[config.mk]
export PLATFORM = sky130hd
export DESIGN_NAME = is_seq_ctrl_flat
export DESIGN_NICKNAME = d
export VERILOG_FILES = /design/src/rtl/is_seq_ctrl_if.sv /design/src/rtl/is_seq_ctrl.sv /design/src/flat_wrapper.sv
export SDC_FILE = /design/constraint.sdc
export NUM_CORES = 1
export LEC_CHECK = 0
export BUFFER_PORTS_ARGS = -buffer_cell sky130_fd_sc_hd__buf_2
export CAP_MARGIN = 20
export CORE_AREA = 2 2 447 449
export DETAILED_ROUTE_END_ITERATION = 12
export DIE_AREA = 0 0 449 451
export HOLD_SLACK_MARGIN = 0.03
export SYNTH_ARGS = -nofsm -noshare
export SYNTH_HDL_FRONTEND = slang
export SYNTH_SLANG_ARGS = --single-unit
[constraint.sdc]
create_clock -name IS_CLK -period 3.84 [get_ports IS_CLK]
set_input_delay 0.576 -clock IS_CLK [delete_from_list [all_inputs] [get_ports IS_CLK]]
set_output_delay 0.576 -clock IS_CLK [all_outputs]
set_load 0.01 [all_outputs]
[src/rtl/is_seq_ctrl_if.sv]
// Job, buffer-read, datapath and result ports of the MAC column sequencer.
// The master modport belongs to the sequencer. The slave modport belongs to its environment.
interface is_seq_ctrl_if #(
  parameter int MEM_AW = 10
);
  logic              start;
  logic [MEM_AW-1:0] w_addr;
  logic [MEM_AW-1:0] i_base;
  logic [15:0]       num_vec;
  logic              busy;
  logic              done;
  logic              rd_en;
  logic [MEM_AW-1:0] rd_addr;
  logic [511:0]      rd_data;
  logic              dp_clk_en;
  logic              dp_enW;
  logic              dp_enI;
  logic [511:0]      dp_in;
  logic [31:0]       dp_out;
  logic              res_valid;
  logic [31:0]       res_data;
  logic              res_last;
  logic              res_ready;

  modport master (
    input  start, w_addr, i_base, num_vec, rd_data, dp_out, res_ready,
    output busy, done, rd_en, rd_addr, dp_clk_en, dp_enW, dp_enI, dp_in,
           res_valid, res_data, res_last
  );

  modport slave (
    output start, w_addr, i_base, num_vec, rd_data, dp_out, res_ready,
    input  busy, done, rd_en, rd_addr, dp_clk_en, dp_enW, dp_enI, dp_in,
           res_valid, res_data, res_last
  );
endinterface

[src/rtl/is_seq_ctrl.sv]
// Input-stationary MAC sequencer: weight fetch, input-run issue, result capture into a FIFO.
// Strobes lag reads by 1 cycle and results are pushed PIPE_LAT+1 cycles after issue; a stalled consumer only throttles issue via credits.
module is_seq_ctrl #(
  parameter int PIPE_LAT   = 18,
  parameter int FIFO_DEPTH = 8,
  parameter int MEM_AW     = 10
) (
  input logic          IS_CLK,
  input logic          IS_RSTN,
  is_seq_ctrl_if.master bus
);
  localparam int CW = $clog2(FIFO_DEPTH) + 1;
  localparam int PW = $clog2(FIFO_DEPTH);

  typedef enum logic [2:0] {
    S_IDLE, S_LOAD_W, S_FEED, S_DRAIN, S_DONE
  } state_t;

  state_t            state, state_nxt;
  logic [MEM_AW-1:0] w_addr_q, i_base_q;
  logic [15:0]       num_vec_q, vec_cnt;
  logic [CW-1:0]     fifo_cnt, inflight;
  logic              has_credit, last_beat;
  logic              issue_w, issue_i;
  logic              done_d;
  logic [511:0]      dp_in_q;
  logic [PIPE_LAT:0] tok_vld, tok_last;
  logic              push, pop;
  logic [PW-1:0]     wr_ptr, rd_ptr;
  logic [32:0]       fifo_mem [FIFO_DEPTH];
  logic [32:0]       head;

  // Inflight results count against credit too, so a result always has a slot waiting.
  assign has_credit = ({1'b0, fifo_cnt} + {1'b0, inflight}) < (CW+1)'(FIFO_DEPTH);
  assign last_beat  = (vec_cnt == num_vec_q - 16'd1);

  always_ff @(posedge IS_CLK or negedge IS_RSTN) begin
    if (!IS_RSTN) state <= S_IDLE;
    else          state <= state_nxt;
  end

  always_comb begin
    state_nxt = state;
    issue_w   = 1'b0;
    issue_i   = 1'b0;
    case (state)
      S_IDLE:   if (bus.start) state_nxt = S_LOAD_W;
      S_LOAD_W: begin
        issue_w   = 1'b1;
        state_nxt = (num_vec_q == 16'd0) ? S_DRAIN : S_FEED;
      end
      S_FEED: begin
        if (has_credit) begin
          issue_i = 1'b1;
          if (last_beat) state_nxt = S_DRAIN;
        end
      end
      S_DRAIN:  if (inflight == '0) state_nxt = S_DONE;
      S_DONE:   state_nxt = S_IDLE;
      default:  state_nxt = S_IDLE;
    endcase
  end

  assign bus.rd_en   = issue_w | issue_i;
  assign bus.rd_addr = issue_w ? w_addr_q :
                       issue_i ? (i_base_q + MEM_AW'(vec_cnt)) : '0;
  assign bus.busy      = (state != S_IDLE);
  assign bus.done      = (state == S_DONE);
  assign bus.dp_clk_en = (state != S_IDLE) | done_d;
  assign bus.dp_in     = (bus.dp_enW | bus.dp_enI) ? bus.rd_data : dp_in_q;

  always_ff @(posedge IS_CLK or negedge IS_RSTN) begin
    if (!IS_RSTN) begin
      w_addr_q   <= '0;
      i_base_q   <= '0;
      num_vec_q  <= '0;
      vec_cnt    <= '0;
      bus.dp_enW <= 1'b0;
      bus.dp_enI <= 1'b0;
      dp_in_q    <= '0;
      done_d     <= 1'b0;
      tok_vld    <= '0;
      tok_last   <= '0;
    end else begin
      if (state == S_IDLE && bus.start) begin
        w_addr_q  <= bus.w_addr;
        i_base_q  <= bus.i_base;
        num_vec_q <= bus.num_vec;
        vec_cnt   <= '0;
      end else if (issue_i) begin
        vec_cnt <= vec_cnt + 16'd1;
      end
      bus.dp_enW <= issue_w;
      bus.dp_enI <= issue_i;
      dp_in_q    <= bus.dp_in;
      done_d     <= (state == S_DONE);
      tok_vld    <= {tok_vld[PIPE_LAT-1:0], issue_i};
      tok_last   <= {tok_last[PIPE_LAT-1:0], issue_i & last_beat};
    end
  end

  assign push = tok_vld[PIPE_LAT];
  assign pop  = bus.res_valid & bus.res_ready;

  always_ff @(posedge IS_CLK or negedge IS_RSTN) begin
    if (!IS_RSTN) begin
      inflight <= '0;
      fifo_cnt <= '0;
      wr_ptr   <= '0;
      rd_ptr   <= '0;
    end else begin
      case ({issue_i, push})
        2'b10:   inflight <= inflight + CW'(1);
        2'b01:   inflight <= inflight - CW'(1);
        default: inflight <= inflight;
      endcase
      case ({push, pop})
        2'b10:   fifo_cnt <= fifo_cnt + CW'(1);
        2'b01:   fifo_cnt <= fifo_cnt - CW'(1);
        default: fifo_cnt <= fifo_cnt;
      endcase
      if (push) wr_ptr <= wr_ptr + PW'(1);
      if (pop)  rd_ptr <= rd_ptr + PW'(1);
    end
  end

  always_ff @(posedge IS_CLK) begin
    if (push) fifo_mem[wr_ptr] <= {tok_last[PIPE_LAT], bus.dp_out};
  end

  // Head is gated so an empty FIFO presents zeros rather than stale entries.
  assign head          = fifo_mem[rd_ptr];
  assign bus.res_valid = (fifo_cnt != '0);
  assign bus.res_data  = bus.res_valid ? head[31:0] : 32'd0;
  assign bus.res_last  = bus.res_valid & head[32];

  no_fifo_overflow: assert property (@(posedge IS_CLK) disable iff (!IS_RSTN)
    !(push && !pop && fifo_cnt == CW'(FIFO_DEPTH)));
endmodule

[src/flat_wrapper.sv]
// flat-port wrapper written by rule: the top's interface ports become plain ports
module is_seq_ctrl_flat 
#(
  parameter int PIPE_LAT   = 18,
  parameter int FIFO_DEPTH = 8,
  parameter int MEM_AW     = 10
)
  (IS_CLK, IS_RSTN, bus_start, bus_w_addr, bus_i_base, bus_num_vec, bus_rd_data, bus_dp_out, bus_res_ready, bus_busy, bus_done, bus_rd_en, bus_rd_addr, bus_dp_clk_en, bus_dp_enW, bus_dp_enI, bus_dp_in, bus_res_valid, bus_res_data, bus_res_last);
  is_seq_ctrl_if #(.MEM_AW(MEM_AW)) bus_i ();
  input logic IS_CLK;
  input logic IS_RSTN;
  input wire logic [$bits(bus_i.start)-1:0] bus_start;
  input wire logic [$bits(bus_i.w_addr)-1:0] bus_w_addr;
  input wire logic [$bits(bus_i.i_base)-1:0] bus_i_base;
  input wire logic [$bits(bus_i.num_vec)-1:0] bus_num_vec;
  input wire logic [$bits(bus_i.rd_data)-1:0] bus_rd_data;
  input wire logic [$bits(bus_i.dp_out)-1:0] bus_dp_out;
  input wire logic [$bits(bus_i.res_ready)-1:0] bus_res_ready;
  output wire logic [$bits(bus_i.busy)-1:0] bus_busy;
  output wire logic [$bits(bus_i.done)-1:0] bus_done;
  output wire logic [$bits(bus_i.rd_en)-1:0] bus_rd_en;
  output wire logic [$bits(bus_i.rd_addr)-1:0] bus_rd_addr;
  output wire logic [$bits(bus_i.dp_clk_en)-1:0] bus_dp_clk_en;
  output wire logic [$bits(bus_i.dp_enW)-1:0] bus_dp_enW;
  output wire logic [$bits(bus_i.dp_enI)-1:0] bus_dp_enI;
  output wire logic [$bits(bus_i.dp_in)-1:0] bus_dp_in;
  output wire logic [$bits(bus_i.res_valid)-1:0] bus_res_valid;
  output wire logic [$bits(bus_i.res_data)-1:0] bus_res_data;
  output wire logic [$bits(bus_i.res_last)-1:0] bus_res_last;
  assign bus_i.start = bus_start;
  assign bus_i.w_addr = bus_w_addr;
  assign bus_i.i_base = bus_i_base;
  assign bus_i.num_vec = bus_num_vec;
  assign bus_i.rd_data = bus_rd_data;
  assign bus_i.dp_out = bus_dp_out;
  assign bus_i.res_ready = bus_res_ready;
  assign bus_busy = bus_i.busy;
  assign bus_done = bus_i.done;
  assign bus_rd_en = bus_i.rd_en;
  assign bus_rd_addr = bus_i.rd_addr;
  assign bus_dp_clk_en = bus_i.dp_clk_en;
  assign bus_dp_enW = bus_i.dp_enW;
  assign bus_dp_enI = bus_i.dp_enI;
  assign bus_dp_in = bus_i.dp_in;
  assign bus_res_valid = bus_i.res_valid;
  assign bus_res_data = bus_i.res_data;
  assign bus_res_last = bus_i.res_last;
  is_seq_ctrl #(.PIPE_LAT(PIPE_LAT), .FIFO_DEPTH(FIFO_DEPTH), .MEM_AW(MEM_AW)) u_core (.IS_CLK(IS_CLK), .IS_RSTN(IS_RSTN), .bus(bus_i));
endmodule
[After elaboration in Yosys (flattened, before gate mapping)]
Memory sizes are Yosys's and may differ from the RTL's.
Cells that the tools add are included.
W data, S select, Z words.
Operators by class
  add/sub/neg operators: 10
  order comparisons: 1
  equality and inequality tests: 13
  muxes and demuxes: 19
  bitwise logic cells: 6
  reductions and logical operators: 10
Operators with widths (count)
  $mux W512: 1
  $mux W16: 2
  $mux W32: 1
  $mux W10: 2
  $add A16 B1 Y16 const B: 1
  $eq A16 B16 Y1: 1
  $logic_not A16 Y1: 1
  $pmux W4 S2: 2
  $sub A16 B1 Y16 const B: 1
  $mux W3: 4
  $pmux W3 S4: 1
  $add A10 B10 Y10: 1
  $add A4 B1 Y4 const B: 2
  $sub A4 B1 Y4 const B: 2
  $add A3 B1 Y3 const B: 2
  $eq A3 B2 Y1 const B: 2
  $mux W1: 6
  $ne A2 B1 Y1 const B: 3
  $reduce_bool A2 Y1: 3
  $add A4 B4 Y5: 1
  $lt A5 B4 Y1 const B: 1
  $eq A2 B1 Y1 const B: 2
  $eq A2 B2 Y1 const B: 2
  $logic_not A4 Y1: 1
  10 further kinds: 14
Word-level totals
  bits in registers: 622
  bits in writable memories: 264
  bits of input ports: 584
  output and inout bits: 562
  memories: 1
Memories
  u_core.fifo_mem: depth 8, bits a word 33, rd ports 1, clocked after memory_dff 0, wr ports 1, line is_seq_ctrl.sv:30  | logic [32:0] fifo_mem [FIFO_DEPTH];

[Logic depth before layout (Yosys ltp)]
  depth in word-level cells: 6
  gate-level depth with buffers: 12

[Worst setup path before layout]
OpenSTA, ideal clock, no wires.
  kind: reg2reg
  start point: register u_core.wr_ptr[1]
  end point: memory u_core.fifo_mem[0][0], enable pin
  library setup time: 464 ps
  arrival: 2849 ps
  required time: 3376 ps
  path slack: 526 ps
  cell stages (with the launch flop): 3
  clock period less this slack: 3314 ps
  cells stage by stage: dfrtp_1 nand2b_1 nor3_1
RTL lines
  start, declared: line is_seq_ctrl.sv:29  | logic [PW-1:0] wr_ptr, rd_ptr;
  start signal, assigned: line is_seq_ctrl.sv:122  | if (push) wr_ptr <= wr_ptr + PW'(1);
  end, declared: line is_seq_ctrl.sv:30
Straight into the memory's write port.

[Worst setup path after layout]
  start point: register u_core.vec_cnt[1]
  end point: output port bus_rd_addr[9]
Between the ends
  word-level cells in the longest chain between the ends: 3
RTL lines
  start, declared: line is_seq_ctrl.sv:21  | logic [15:0] num_vec_q, vec_cnt;
  start signal, assigned: line is_seq_ctrl.sv:91  | vec_cnt <= vec_cnt + 16'd1;
  $add A10 B10 Y10: line is_seq_ctrl.sv:66  | issue_i ? (i_base_q + MEM_AW'(vec_cnt)) : '0;
  $mux W10: line is_seq_ctrl.sv:66
  $mux W10: line is_seq_ctrl.sv:65  | assign bus.rd_addr = issue_w ? w_addr_q :
  end, declared: line flat_wrapper.sv:22  | output wire logic [$bits(bus_i.rd_addr)-1:0] bus_rd_addr;
No other way between the ends.

==> out/results.txt <==
Crit path DAT: 3.12 ns
Placer Congestion: 0.954
Main synth FF type: dfrtp_1
Final hold slack: 0.101 ns
Chip height: 451 um
Starting Density: 17.1%
First-pass GRT wire length: 240000 um
PwrDens: 900 nW/um^2
RR Startpoint: u_core.fifo_cnt[1]
CTS root buf: clkbuf_16
Async set-or-reset flop fraction in the synthesized netlist: 70.2%
Crit path to: bus_rd_addr[9]
Critical Path Source: u_core.vec_cnt[1]
Clk sinks: 885
IO buf count: 1145
Fin crit share: 96.2%
Wire per inst: 29.6 um
Max Root-Sink Buffers: 3
# setup viols final: 0
Final Critical Period: 3.69 ns
Relative slew slack: 40.7%
Crit Path Max Fanout: 6
Total Nets Final: 4116
Max cap viols: 0
Worst Skew: 0.0783 ns
Initial antenna violation count: 147
Via count of the routed design: 24368
Routed Antenna Nets: 0
GRT Resource Usage Total: 17.8%
Max-slew violation count: 0
Sequential share of the synthesized area: 69.1%
Area grow syn2layout: 49.4%
Placement Setup Slack: 0.732 ns
Share of layout cells above drive strength 1: 56.8%
CTS tree: built
Remaining DRCs: 0
H-Tree Depth: 3
Hold Vio Cnt, Final: 0
Synthesized cell area: 34000 um^2
DRT Wirelength: 186000 um
Syn_nets: 2554
Clk Latency, worst-skew pair: 0.78 ns
Post-synth EDFFs: 264
Final Total Pwr: 0.0457 W
Row count: 164
Req. time, crit path: 3.26 ns
Post-Syn Instances: 1944
RSZ-0062 raised after global routing: yes
RR Endpoint: u_core.fifo_cnt[3]
Placed wire-length estimate: 152000 um
LEAKAGE: 21.7 nW
Placed cell area: 43400 um^2
Startpoint Class: flip-flop
Total I/O pin count: 1146
Distinct cell type count after synthesis: 60
Critical path type: flip-flop to output port
Pin count of the biggest net entering global routing: 128
Setup slack after layout: 0.147 ns
Peak Freq: 271 MHz
Vias in the first global route: 25125
CTS buffer count: 110
Avg Synthesized Cell Area: 17.5 um^2
Peak VDD IR: 0.448 mV
Hold Path Class: input pin to flip-flop
Worst reg-to-reg setup slack: 0.88 ns
Pre-antenna DRT Iters: 6
Run status: complete, no violations
Nature of the critical path endpoint: output port
Die width: 449 um
Cells on worst reg2reg path: 10
Vias per std cell: 3.87
Core area: 198000 um^2
Die area: 202000 um^2
Worst Tran Pin Value: 0.889 ns
Grt ovf: 0
Clock slew at reported path FFs: 0.06 ns
Fillers: 20810
Yosys reg bits: 885
DR iter-0 viols: 1638
Syn. warnings: 0
Final Cell Area: 50800 um^2
==> through the flow <==
step	setup TNS, ns	std cells	util (%)
final	0	6302	25.6
after global routing	-0.0843	6278	25.6
after CTS	0	6257	25.5
after detailed placement	0	5711	21.9
after global placement	0	5711	21.9
after floorplan	0	1944	-
==> how the worst min path moves through the flow <==
stage	start	end	slack (ns)	cells after the start
2_1_floorplan	IS_RSTN	u_core.bus.dp_enW	0.28	0
3_3_place_gp	u_core.tok_vld[10]	u_core.tok_vld[11]	0.33	0
3_5_place_dp	u_core.tok_last[9]	u_core.tok_last[10]	0.33	0
4_1_cts	bus_rd_data[417]	u_core.dp_in_q[417]	0.03	2
5_1_grt	bus_rd_data[284]	u_core.dp_in_q[284]	0.06	2
6_report	bus_rd_data[284]	u_core.dp_in_q[284]	0.10	2
==> sequential cells by signal (all words and copies together) (netlist names), 10 cells and up <==
signal / count
u_core.w_addr_q: 10
u_core.vec_cnt: 16
u_core.dp_in_q: 512
u_core.tok_vld: 19
u_core.fifo_mem: 264
u_core.tok_last: 19
u_core.num_vec_q: 16
u_core.i_base_q: 10
==> layer usage <==
layer | GRT usage, % | up-vias | part of all wire [%]
li1 | - | 10323 | -
met1 | 21.9 | 12499 | 40
met2 | 28.1 | 1139 | 46
met3 | 6.82 | 375 | 9.2
met4 | 7.03 | 32 | 4.1
met5 | 0 | - | 0.11
==> cell families (layout without fill, tap and decap cells) <==
family                   Yosys count  count (layout)  synth area share, %
AND/OR/NAND/NOR                  165             165                 2.56
buffers and inverters            107            1766                 1.31
XOR/XNOR                          52              52                 1.34
AO/OA/AOI/OAI                     57              57                 1.04
flip-flops                       885             885                 69.1
multiplexers                     652             652                 23.7
other                              0              43                    0
adder cells (fa/ha/maj)           26              26                 1.02
==> synth_stat cells, drive strengths merged, types with 3 or more instances <==
| master | count | area [um^2] |
|---|---|---|
| xor2 | 24 | 210 |
| o21ai | 23 | 115 |
| nand2 | 31 | 116 |
| edfxtp | 264 | 7930 |
| dfrtp | 621 | 15500 |
| nor3 | 14 | 90.1 |
| nor2b | 3 | 18.8 |
| ha | 23 | 288 |
| nor4 | 10 | 96.4 |
| a21oi | 10 | 50.1 |
| nand2b | 4 | 25.0 |
| mux2 | 550 | 6190 |
| mux4 | 66 | 1490 |
| or3 | 6 | 37.5 |
| mux2i | 36 | 360 |
| inv | 15 | 56.3 |
| nand4 | 11 | 81.3 |
| a21o | 5 | 37.5 |
| xnor2 | 28 | 245 |
| buf | 20 | 118 |
| or2 | 5 | 33.8 |
| clkbuf | 72 | 270 |
| and3 | 3 | 18.8 |
| a31oi | 4 | 25.0 |
| nor2 | 67 | 262 |
| fa | 3 | 60.1 |
==> power breakdown <==
group | total [W] | internal (W) | switching [W]
Combinational | 0.0201 | 0.00827 | 0.0119
Sequential | 0.0146 | 0.0132 | 0.00142
Clock | 0.0110 | 0.00636 | 0.00465
==> cell type report <==
cell class | count | area, um^2 | area share [%]
flip-flops and latches | 885 | 23500 | 46.2
multi-input cells | 952 | 10200 | 20.0
repair buffers | 1542 | 9790 | 19.3
well taps | 2656 | 3320 | 6.55
clock buffers | 134 | 2960 | 5.84
clock inverters | 75 | 892 | 1.76
diodes | 43 | 108 | 0.212
inverters | 15 | 56.3 | 0.111
==> cells in the final DEF (no fill, tap or decap), types with 13 or more instances in the layout <==
cell	count
dlygate4sd3_1	337
buf_4	42
buf_2	1144
ha_1	22
mux2_2	548
mux4_2	66
inv_1	13
xnor2_1	28
nor2_1	57
edfxtp_1	264
clkinv_2	25
xor2_1	24
diode_2	43
buf_12	18
mux2i_1	36
o21ai_0	21
nand2_1	31
dfrtp_1	616
clkbuf_16	110
==> worst max-delay path, stage by stage, from the launching register on <==
cell and delay, ns:
dfrtp_2 0.46, ha_1 0.31, a21o_1 0.18, a21o_1 0.22
a2111oi_2 0.35, o21bai_1 0.16, o31ai_2 0.24, xnor2_1 0.10
o21ai_1 0.17, buf_2 0.16
==> repair_timing <==
action | CTS | global route
pin swaps | 2 | 4
hold endpoints to repair | 600 | 0
buffers inserted | 0 | 2
endpoints found under the setup margin | 2 | 2
cloned | 0 | 0
hold buffers | 337 | 0
resized for setup | 6 | 3
Note: power is estimated with default switching activity, not from simulation.
